File: src/rtl/pcs_block_lock_ctrl.sv
// -----------------------------------------------------------------------------
// pcs_block_lock_ctrl
// 64b/66b block-lock state machine. It hunts for sync-header alignment,
// requests one-bit gearbox slips, and keeps lock while the per-window invalid
// header count stays below its limit. An optional high-BER monitor runs while
// locked.
//
// Optional feature macro: PCS_HI_BER_MON_EN (compiles in the high-BER monitor).
//
// Ports
//   clk            in   single clock, rising edge
//   rst            in   synchronous active-high reset
//   rx_sh[1:0]     in   sync header of the current 66b block
//   rx_sh_valid    in   rx_sh qualifier
//   rx_bitslip     out  one-cycle gearbox slip request
//   rx_block_lock  out  block alignment acquired
//   rx_high_ber    out  high bit-error-rate indication (0 without the monitor)
//   rx_status      out  rx_block_lock & ~rx_high_ber
// -----------------------------------------------------------------------------
module pcs_block_lock_ctrl #(
    parameter int unsigned SH_CNT_MAX     = 64,
    parameter int unsigned SH_INVALID_MAX = 16,
    parameter int unsigned SLIP_WAIT      = 7,
    parameter int unsigned BER_WINDOW     = 20141,
    parameter int unsigned BER_THRESH     = 16
) (
    input  logic       clk,
    input  logic       rst,
    input  logic [1:0] rx_sh,
    input  logic       rx_sh_valid,
    output logic       rx_bitslip,
    output logic       rx_block_lock,
    output logic       rx_high_ber,
    output logic       rx_status
);

    localparam int unsigned SH_W   = $clog2(SH_CNT_MAX + 1);
    localparam int unsigned INV_W  = $clog2(SH_INVALID_MAX + 1);
    localparam int unsigned WAIT_W = $clog2(SLIP_WAIT + 1);

    typedef enum logic [2:0] {
        ST_INIT   = 3'd0,
        ST_HUNT   = 3'd1,
        ST_SLIP   = 3'd2,
        ST_WAIT   = 3'd3,
        ST_LOCKED = 3'd4
    } state_t;

    state_t              state_q, state_d;
    logic [SH_W-1:0]     sh_cnt_q, sh_cnt_d;
    logic [INV_W-1:0]    inv_cnt_q, inv_cnt_d;
    logic [WAIT_W-1:0]   wait_cnt_q, wait_cnt_d;

    logic sh_ok;
    logic sh_bad;
    logic lock_d;
    logic ber_hi_d;

    // Header classification, qualified by rx_sh_valid
    assign sh_ok  = rx_sh_valid && ((rx_sh == 2'b01) || (rx_sh == 2'b10));
    assign sh_bad = rx_sh_valid && ((rx_sh == 2'b00) || (rx_sh == 2'b11));

    // State and counter registers
    always_ff @(posedge clk) begin
        if (rst) begin
            state_q    <= ST_INIT;
            sh_cnt_q   <= '0;
            inv_cnt_q  <= '0;
            wait_cnt_q <= '0;
        end else begin
            state_q    <= state_d;
            sh_cnt_q   <= sh_cnt_d;
            inv_cnt_q  <= inv_cnt_d;
            wait_cnt_q <= wait_cnt_d;
        end
    end

    // Next-state and counter logic
    always_comb begin
        state_d    = state_q;
        sh_cnt_d   = sh_cnt_q;
        inv_cnt_d  = inv_cnt_q;
        wait_cnt_d = wait_cnt_q;

        unique case (state_q)
            ST_INIT: begin
                state_d    = ST_HUNT;
                sh_cnt_d   = '0;
                inv_cnt_d  = '0;
                wait_cnt_d = '0;
            end

            ST_HUNT: begin
                if (sh_bad) begin
                    state_d = ST_SLIP;
                end else if (sh_ok) begin
                    if (sh_cnt_q == SH_W'(SH_CNT_MAX - 1)) begin
                        // Counters restart so the first locked window is a full one
                        state_d   = ST_LOCKED;
                        sh_cnt_d  = '0;
                        inv_cnt_d = '0;
                    end else begin
                        sh_cnt_d = sh_cnt_q + SH_W'(1);
                    end
                end
            end

            ST_SLIP: begin
                state_d    = ST_WAIT;
                sh_cnt_d   = '0;
                inv_cnt_d  = '0;
                wait_cnt_d = '0;
            end

            ST_WAIT: begin
                // Headers ignored while the gearbox settles
                if (wait_cnt_q == WAIT_W'(SLIP_WAIT - 1)) begin
                    state_d    = ST_HUNT;
                    wait_cnt_d = '0;
                end else begin
                    wait_cnt_d = wait_cnt_q + WAIT_W'(1);
                end
            end

            ST_LOCKED: begin
                if (sh_ok || sh_bad) begin
                    // Lock loss wins over a window restart on the same header
                    if (sh_bad && (inv_cnt_q == INV_W'(SH_INVALID_MAX - 1))) begin
                        state_d   = ST_SLIP;
                        sh_cnt_d  = '0;
                        inv_cnt_d = '0;
                    end else if (sh_cnt_q == SH_W'(SH_CNT_MAX - 1)) begin
                        sh_cnt_d  = '0;
                        inv_cnt_d = '0;
                    end else begin
                        sh_cnt_d = sh_cnt_q + SH_W'(1);
                        if (sh_bad) begin
                            inv_cnt_d = inv_cnt_q + INV_W'(1);
                        end
                    end
                end
            end

            default: begin
                state_d = ST_INIT;
            end
        endcase
    end

    assign lock_d = (state_d == ST_LOCKED);

`ifdef PCS_HI_BER_MON_EN
    localparam int unsigned BT_W = $clog2(BER_WINDOW + 1);
    localparam int unsigned BC_W = $clog2(BER_THRESH + 1);

    logic [BT_W-1:0] ber_tmr_q, ber_tmr_d;
    logic [BC_W-1:0] ber_cnt_q, ber_cnt_d;

    // High-BER window timer and saturating invalid-header counter
    always_ff @(posedge clk) begin
        if (rst) begin
            ber_tmr_q <= '0;
            ber_cnt_q <= '0;
        end else begin
            ber_tmr_q <= ber_tmr_d;
            ber_cnt_q <= ber_cnt_d;
        end
    end

    // Monitor next-state; runs only while lock is already reported
    always_comb begin
        ber_tmr_d = ber_tmr_q;
        ber_cnt_d = ber_cnt_q;
        ber_hi_d  = rx_high_ber;

        if (!lock_d) begin
            ber_tmr_d = '0;
            ber_cnt_d = '0;
            ber_hi_d  = 1'b0;
        end else if (rx_block_lock) begin
            if (ber_tmr_q == BT_W'(BER_WINDOW - 1)) begin
                // Window ends: keep the flag only if this window hit threshold;
                // an invalid header on this cycle belongs to the new window
                ber_tmr_d = '0;
                ber_hi_d  = (ber_cnt_q == BC_W'(BER_THRESH));
                ber_cnt_d = sh_bad ? BC_W'(1) : '0;
            end else begin
                ber_tmr_d = ber_tmr_q + BT_W'(1);
                if (sh_bad && (ber_cnt_q != BC_W'(BER_THRESH))) begin
                    ber_cnt_d = ber_cnt_q + BC_W'(1);
                end
            end
            if (sh_bad && (ber_cnt_d == BC_W'(BER_THRESH))) begin
                ber_hi_d = 1'b1;
            end
        end
    end
`else
    logic unused_ber_cfg;

    assign ber_hi_d       = 1'b0;
    assign unused_ber_cfg = ^{BER_WINDOW, BER_THRESH};
`endif

    // Outputs registered from next-state values
    always_ff @(posedge clk) begin
        if (rst) begin
            rx_bitslip    <= 1'b0;
            rx_block_lock <= 1'b0;
            rx_high_ber   <= 1'b0;
            rx_status     <= 1'b0;
        end else begin
            rx_bitslip    <= (state_d == ST_SLIP);
            rx_block_lock <= lock_d;
            rx_high_ber   <= ber_hi_d;
            rx_status     <= lock_d && !ber_hi_d;
        end
    end

endmodule
File: config.mk
export PLATFORM = sky130hd
export DESIGN_NAME = pcs_block_lock_ctrl
export DESIGN_NICKNAME = d
export VERILOG_FILES = /design/src/rtl/pcs_block_lock_ctrl.sv
export SDC_FILE = /design/constraint.sdc
export NUM_CORES = 1
export LEC_CHECK = 0
export ABC_AREA = 1
export BUFFER_PORTS_ARGS = -buffer_cell sky130_fd_sc_hd__buf_2
export CAP_MARGIN = 20
export CORE_MARGIN = 2
export CORE_UTILIZATION = 34
export CTS_CLUSTER_DIAMETER = 100
export DETAILED_ROUTE_END_ITERATION = 10
export RECOVER_POWER = 25
export SYNTH_ARGS = -nofsm -noshare
export SYNTH_HDL_FRONTEND = slang
export SYNTH_SLANG_ARGS = --single-unit
File: constraint.sdc
create_clock -name clk -period 1.6 [get_ports clk]
set_input_delay 0.08 -clock clk [delete_from_list [all_inputs] [get_ports clk]]
set_output_delay 0.08 -clock clk [all_outputs]
set_load 0.01 [all_outputs]
==> results of run 1 <==
[worst max path at each step]
| stage | end | slack, ns |
|---|---|---|
| 6_report | rx_bitslip | 0.13 |
| 5_1_grt | inv_cnt_q[4] | 0.002 |
| 3_3_place_gp | sh_cnt_q[5] | 0.11 |
| 3_5_place_dp | sh_cnt_q[4] | 0.07 |
| 4_1_cts | sh_cnt_q[3] | 0.06 |
| 2_1_floorplan | sh_cnt_q[3] | 0.11 |
[cell usage in the layout, fill, tap and decap left out, types with 3 or more instances in the layout]
cell / n
inv_2: 3
dfxtp_2: 3
clkbuf_4: 3
buf_2: 4
a21oi_1: 13
nand2_1: 43
dfxtp_1: 16
buf_4: 6
nand3_1: 18
nand3_2: 3
nand4_1: 4
nand2_2: 3
o21ai_0: 3
clkbuf_1: 3
nor2_4: 3
inv_1: 20
nor2_1: 26
[logic make-up after synthesis]
| logic type | after synthesis | synth area share, % |
|---|---|---|
| adder cells (fa/ha/maj) | 3 | 3.212 |
| AO/OA/AOI/OAI | 20 | 8.779 |
| AND/OR/NAND/NOR | 107 | 43.15 |
| other | 1 | 0.3209 |
| buffers and inverters | 28 | 10.28 |
| flip-flops | 20 | 34.26 |
[sequential cells by signal, summed over array words and instances (netlist names)]
register	flops
wait_cnt_q	3
state_q	3
rx_bitslip	1
inv_cnt_q	5
rx_status	1
sh_cnt_q	7
[timing repair]
action | CTS | global route
resized for setup | 0 | 11
endpoints found under the hold margin | 0 | 0
endpoints found under the setup margin | 0 | 13
[per-layer routing]
metal / track usage [%] / share of wire [%] / vias to the layer above
met5: 0 / 0 / -
met4: 6.944 / 1.2 / 0
met3: 1.802 / 2.6 / 2
met2: 21.91 / 44 / 14
met1: 18.20 / 52 / 489
li1: - / - / 593
[through the flow]
step                util [%]  hold WS, ns  cell area [sq um]
detailed placement     39.15       0.3725               1296
CTS                    39.83      0.04364               1319
floorplan                  -       0.3628               1169
global placement       39.15       0.3708               1296
global route           40.67      0.04441               1346
finish                 40.67      0.05970               1346
[power by group through the flow]
stage                     sequential, mW  clock, mW  combinational (mW)
after floorplan                    0.546          0               0.142
after global placement             0.547          0               0.199
after detailed placement           0.547          0               0.198
after CTS                          0.536      0.255               0.200
after global routing               0.545      0.271               0.238
final                              0.540      0.241               0.202
[cell type report]
cell class              count  area [sq um]  share of cell area, %
multi-input cells         131         671.9                  49.91
inverters                  24         90.09                  6.691
flip-flops and latches     20         407.9                  30.30
repair buffers             14         96.34                  7.156
well taps                  46         57.56                  4.275
clock buffers               3         22.52                  1.673
==> results.toml, run 1 <==
[power]
p_sw_mw = 0.2905
p_total_mw = 0.9833
power_frac_clock_pct = 24.5
vdd_drop_max_v = 0.0002086
internal_power_mw = 0.6928
power_leakage_nw = 0.5954
powerDensity_nw_per_um2 = 730.4
seq_power_share_pct = 54.9
combPwrFrac_pct = 20.6
p_sw_share_pct = 29.54

[sta]
setup_viol = 0
max_freq_ghz = 0.6816
slew_viol_final = 0
hold_viol_final = 0
setup_slack_ns = 0.1328
setup_tns_ns = 0
min_period_ns = 1.467
period_share_pct = 91.70
fin_skew_ns = 0.003713
grt_setup_unrepaired = "false"

[synthesis]
synth_edf_count = 0
ys_warn_count = 0
synthCells = 179
yosys.cell_count.top_type = "nand2_1"
ys_ff_latch = 20
synth_area_leader_cell = "dfxtp_1"
avgSynthCellArea_sq_um = 6.529
synth_top_area_share_pct = 34.26
synthesis.nets = 187
yosysUniqueCellTypes = 26
synth_area_leaders = "dfxtp_1, nand2_1, nor2_1"
synthArstFlopShare_pct = 0
netlist_top_cells_count = "nand2_1, nor2_1, dfxtp_1"
seq_area_frac_synth_pct = 34.26
synthFlopType = "dfxtp_1"
syn_area_sq_um = 1169

[clocking]
clk_pin_slew_ns = 0.11
clockBufferDepth = 2
cts_setup_buffers = 0
clkLatencyLatePin_ns = 0.29
numCtsBuffers = 3
ctsHoldBuffers = 0
clockRootBuffer = "clkbuf_4"
cts_tree = "done"
cts_sinks = 20
htree_num_levels = 1

[hold_path]
hold_class = "input pin to flip-flop"
hp-start = "rst"
hold_path_depth = 2
hold_end = "rx_bitslip"

[worst_setup_path]
worstReg2RegStart = "inv_cnt_q[1]"
crit_path_top_delay_cell = "dfxtp_4"
r2r_setup_slack_ns = 0.13
cp_max_fo = 6
path_delay_family = "simple AND/OR/NAND/NOR gates"
arrival_ns = 1.71
slowest_delay_ns = 0.38
r2r-end = "rx_bitslip"
reg2reg_depth = 11
required_ns = 1.84
worstSetupEndpointType = "flip-flop"
path_buf_inv = 1
startpoint = "inv_cnt_q[1]"
path_depth = 11
cp-start-kind = "flip-flop"
crit_type = "flip-flop to flip-flop"
crit_top_cell = "nor2_1"
worstPathCellList = "ha_4 > nand2_1 > nor2_1 > ha_2 > nand3_2 > buf_4 > nor2_1 > nor2_1 > nand2_1 > nand3_1 > nor2_1"

[drt]
routed-via-count = 1098
drc_errors = 0
via_per_inst = 4.613
drt-initial-drc-count = 56
ant_nets = 0
drt-pass1-iter-count = 4
wl_per_cell_microns = 9.798
wl_microns = 2332

[floorplanning]
boundaryPins = 9
core_area_sq_um = 3311
die_h_microns = 62.63
dieWidth_microns = 62.63
rows = 21
initial_core_util_pct = 35.30
dieArea_sq_um = 3922

[finish]
drive_above_1_share_pct = 18.75
finish.net_count = 202
antenna_cells = 0
fill_cells = 370
stdcell_count = 238
area_growth_syn_to_layout_pct = 15.20

[placement]
gp_congestion = 0.8156
port_buffers = 7
dp_hpwl_microns = 1787
post-place-ws_ns = 0.06939
place_inst = 235

[global_routing]
grt_pass1_wl_microns = 4457
grt_pass1_vias = 1070
antenna_found_initial = 0
grt_max_degree = 11
grt_overflow = 0
grt_usage_pct = 13.75

[status]
status = "complete, no violations"

[job]
cap_violations = 0
Note: power is estimated with default switching activity, not from simulation.
==> run 2, diff against run 1 <==
- CORE_UTILIZATION: 34 -> 42
==> results.toml, run 2 (synthesis results as in run 1) <==
[sta]
max_freq_ghz = 0.6829
min_period_ns = 1.464
slew_viol_final = 0
setup_viol = 0
setup_tns_ns = 0
setup_slack_ns = 0.1357
period_share_pct = 91.52
fin_skew_ns = 0.002889
hold_viol_final = 0

[worst_setup_path]
reg2reg_depth = 9
worstSetupEndpointType = "flip-flop"
arrival_ns = 1.71
r2r_setup_slack_ns = 0.14
crit_end = "sh_cnt_q[3]"
required_ns = 1.85
cp_max_fo = 4
startpoint = "inv_cnt_q[1]"
worstReg2RegStart = "inv_cnt_q[1]"
r2r-end = "sh_cnt_q[3]"
crit_type = "flip-flop to flip-flop"
cp-start-kind = "flip-flop"

[finish]
largest_registers = "sh_cnt_q (7), inv_cnt_q (5)"
layout_common_cells = "nand2_1, nor2_1, inv_1, nand3_1, dfxtp_1"
design_area_sq_um = 1314
drive_above_1_share_pct = 17.19
layout_commonest_cell = "nand2_1"
antenna_cells = 0
top_register = "sh_cnt_q"
finish.net_count = 201
largest_register_ffs = 7
area_growth_syn_to_layout_pct = 12.42
fill_cells = 302

[placement]
gp_congestion = 0.7932
post-place-ws_ns = 0.03844
dp_hpwl_microns = 1894
placed_area_sq_um = 1270
port_buffers = 7

[drt]
wl_microns = 2355
ant_nets = 0
via_per_inst = 4.955
drc_errors = 0
routed-via-count = 1105
drt-initial-drc-count = 19
wl_per_cell_microns = 10.56
drt-pass1-iter-count = 4

[global_routing]
grt_pass1_wl_microns = 4050
grt_usage_pct = 15.86
grt_overflow = 0
grt_max_degree = 12
grt_pass1_vias = 1018
antenna_found_initial = 0

[power]
power_leakage_nw = 0.6030
vdd_drop_max_v = 0.0005589
powerDensity_nw_per_um2 = 785.7
p_total_mw = 1.032

[job]
cap_violations = 0

[floorplanning]
die_h_microns = 56.75
initial_core_util_pct = 43.12
dieWidth_microns = 56.75
rows = 19
core_area_sq_um = 2710
boundaryPins = 9
dieArea_sq_um = 3221

[hold_path]
hold_class = "input pin to flip-flop"

[clocking]
clkLatencyLatePin_ns = 0.30
clk_pin_slew_ns = 0.11
clockRootBuffer = "clkbuf_4"
cts_tree = "done"
cts_sinks = 20
htree_num_levels = 1
clockBufferDepth = 2
cts_setup_buffers = 0
numCtsBuffers = 3

[status]
status = "complete, no violations"
run 2: cell types whose count changed in the layout (fill, tap and decap cells not counted), sizes merged:
| cell | delta |
|---|---|
| buf | -1 |
| clkbuf | +1 |
run 2: critical path, cell delays in order, from the launching register on:
cell     delay [ns]
dfxtp_2        0.35
ha_1           0.19
nand2_1        0.08
nor2_1         0.04
ha_1           0.18
nand3_2        0.08
nand2_1        0.09
a21oi_2        0.18
o21ai_2        0.10
nor2_1         0.11
run 2: worst min-delay path by stage:
stage | start | to | slack (ns) | cells past startpoint
2_1_floorplan | rst | rx_bitslip | 0.36 | 2
3_3_place_gp | rst | state_q[2] | 0.37 | 2
3_5_place_dp | rst | state_q[0] | 0.38 | 2
4_1_cts | rst | state_q[2] | 0.04 | 2
5_1_grt | rst | rx_status | 0.07 | 2
6_report | rst | state_q[2] | 0.06 | 2
run 2: stage by stage:
stage	util, %	hold WS [ns]	cells
finish	48.48	0.05864	223
global route	48.48	0.06579	223
CTS	48.20	0.04195	223
detailed placement	46.86	0.3808	219
global placement	46.86	0.3701	219
floorplan	-	0.3628	179
run 2: area by class of cell:
| cell class | count | area [sq um] | area share, % |
|---|---|---|---|
| clock buffers | 4 | 36.28 | 2.762 |
| inverters | 24 | 90.09 | 6.857 |
| multi-input cells | 131 | 655.6 | 49.90 |
| flip-flops and latches | 20 | 404.1 | 30.76 |
| well taps | 31 | 38.79 | 2.952 |
| repair buffers | 13 | 88.84 | 6.762 |
run 2: per-layer routing:
metal,vias to the layer above,global-route usage [%],routed length [microns]
met5,-,0,0
met4,0,6.977,38
met3,5,2.074,51
met2,10,25.25,1061
met1,494,21.39,1203
li1,596,-,-
run 2: what timing repair did:
| action | in CTS | in global routing |
|---|---|---|
| hold buffers | 0 | 0 |
| resized for setup | 0 | 5 |
| setup endpoints to repair | 0 | 11 |
run 2: report_power, final:
part	switching, mW	total (mW)	leakage [nW]	internal (mW)
combinational	0.121	0.201	0.418	0.0798
clock	0.155	0.294	0.0210	0.139
sequential	0.0166	0.537	0.164	0.521
total	0.293	1.03	0.603	0.739
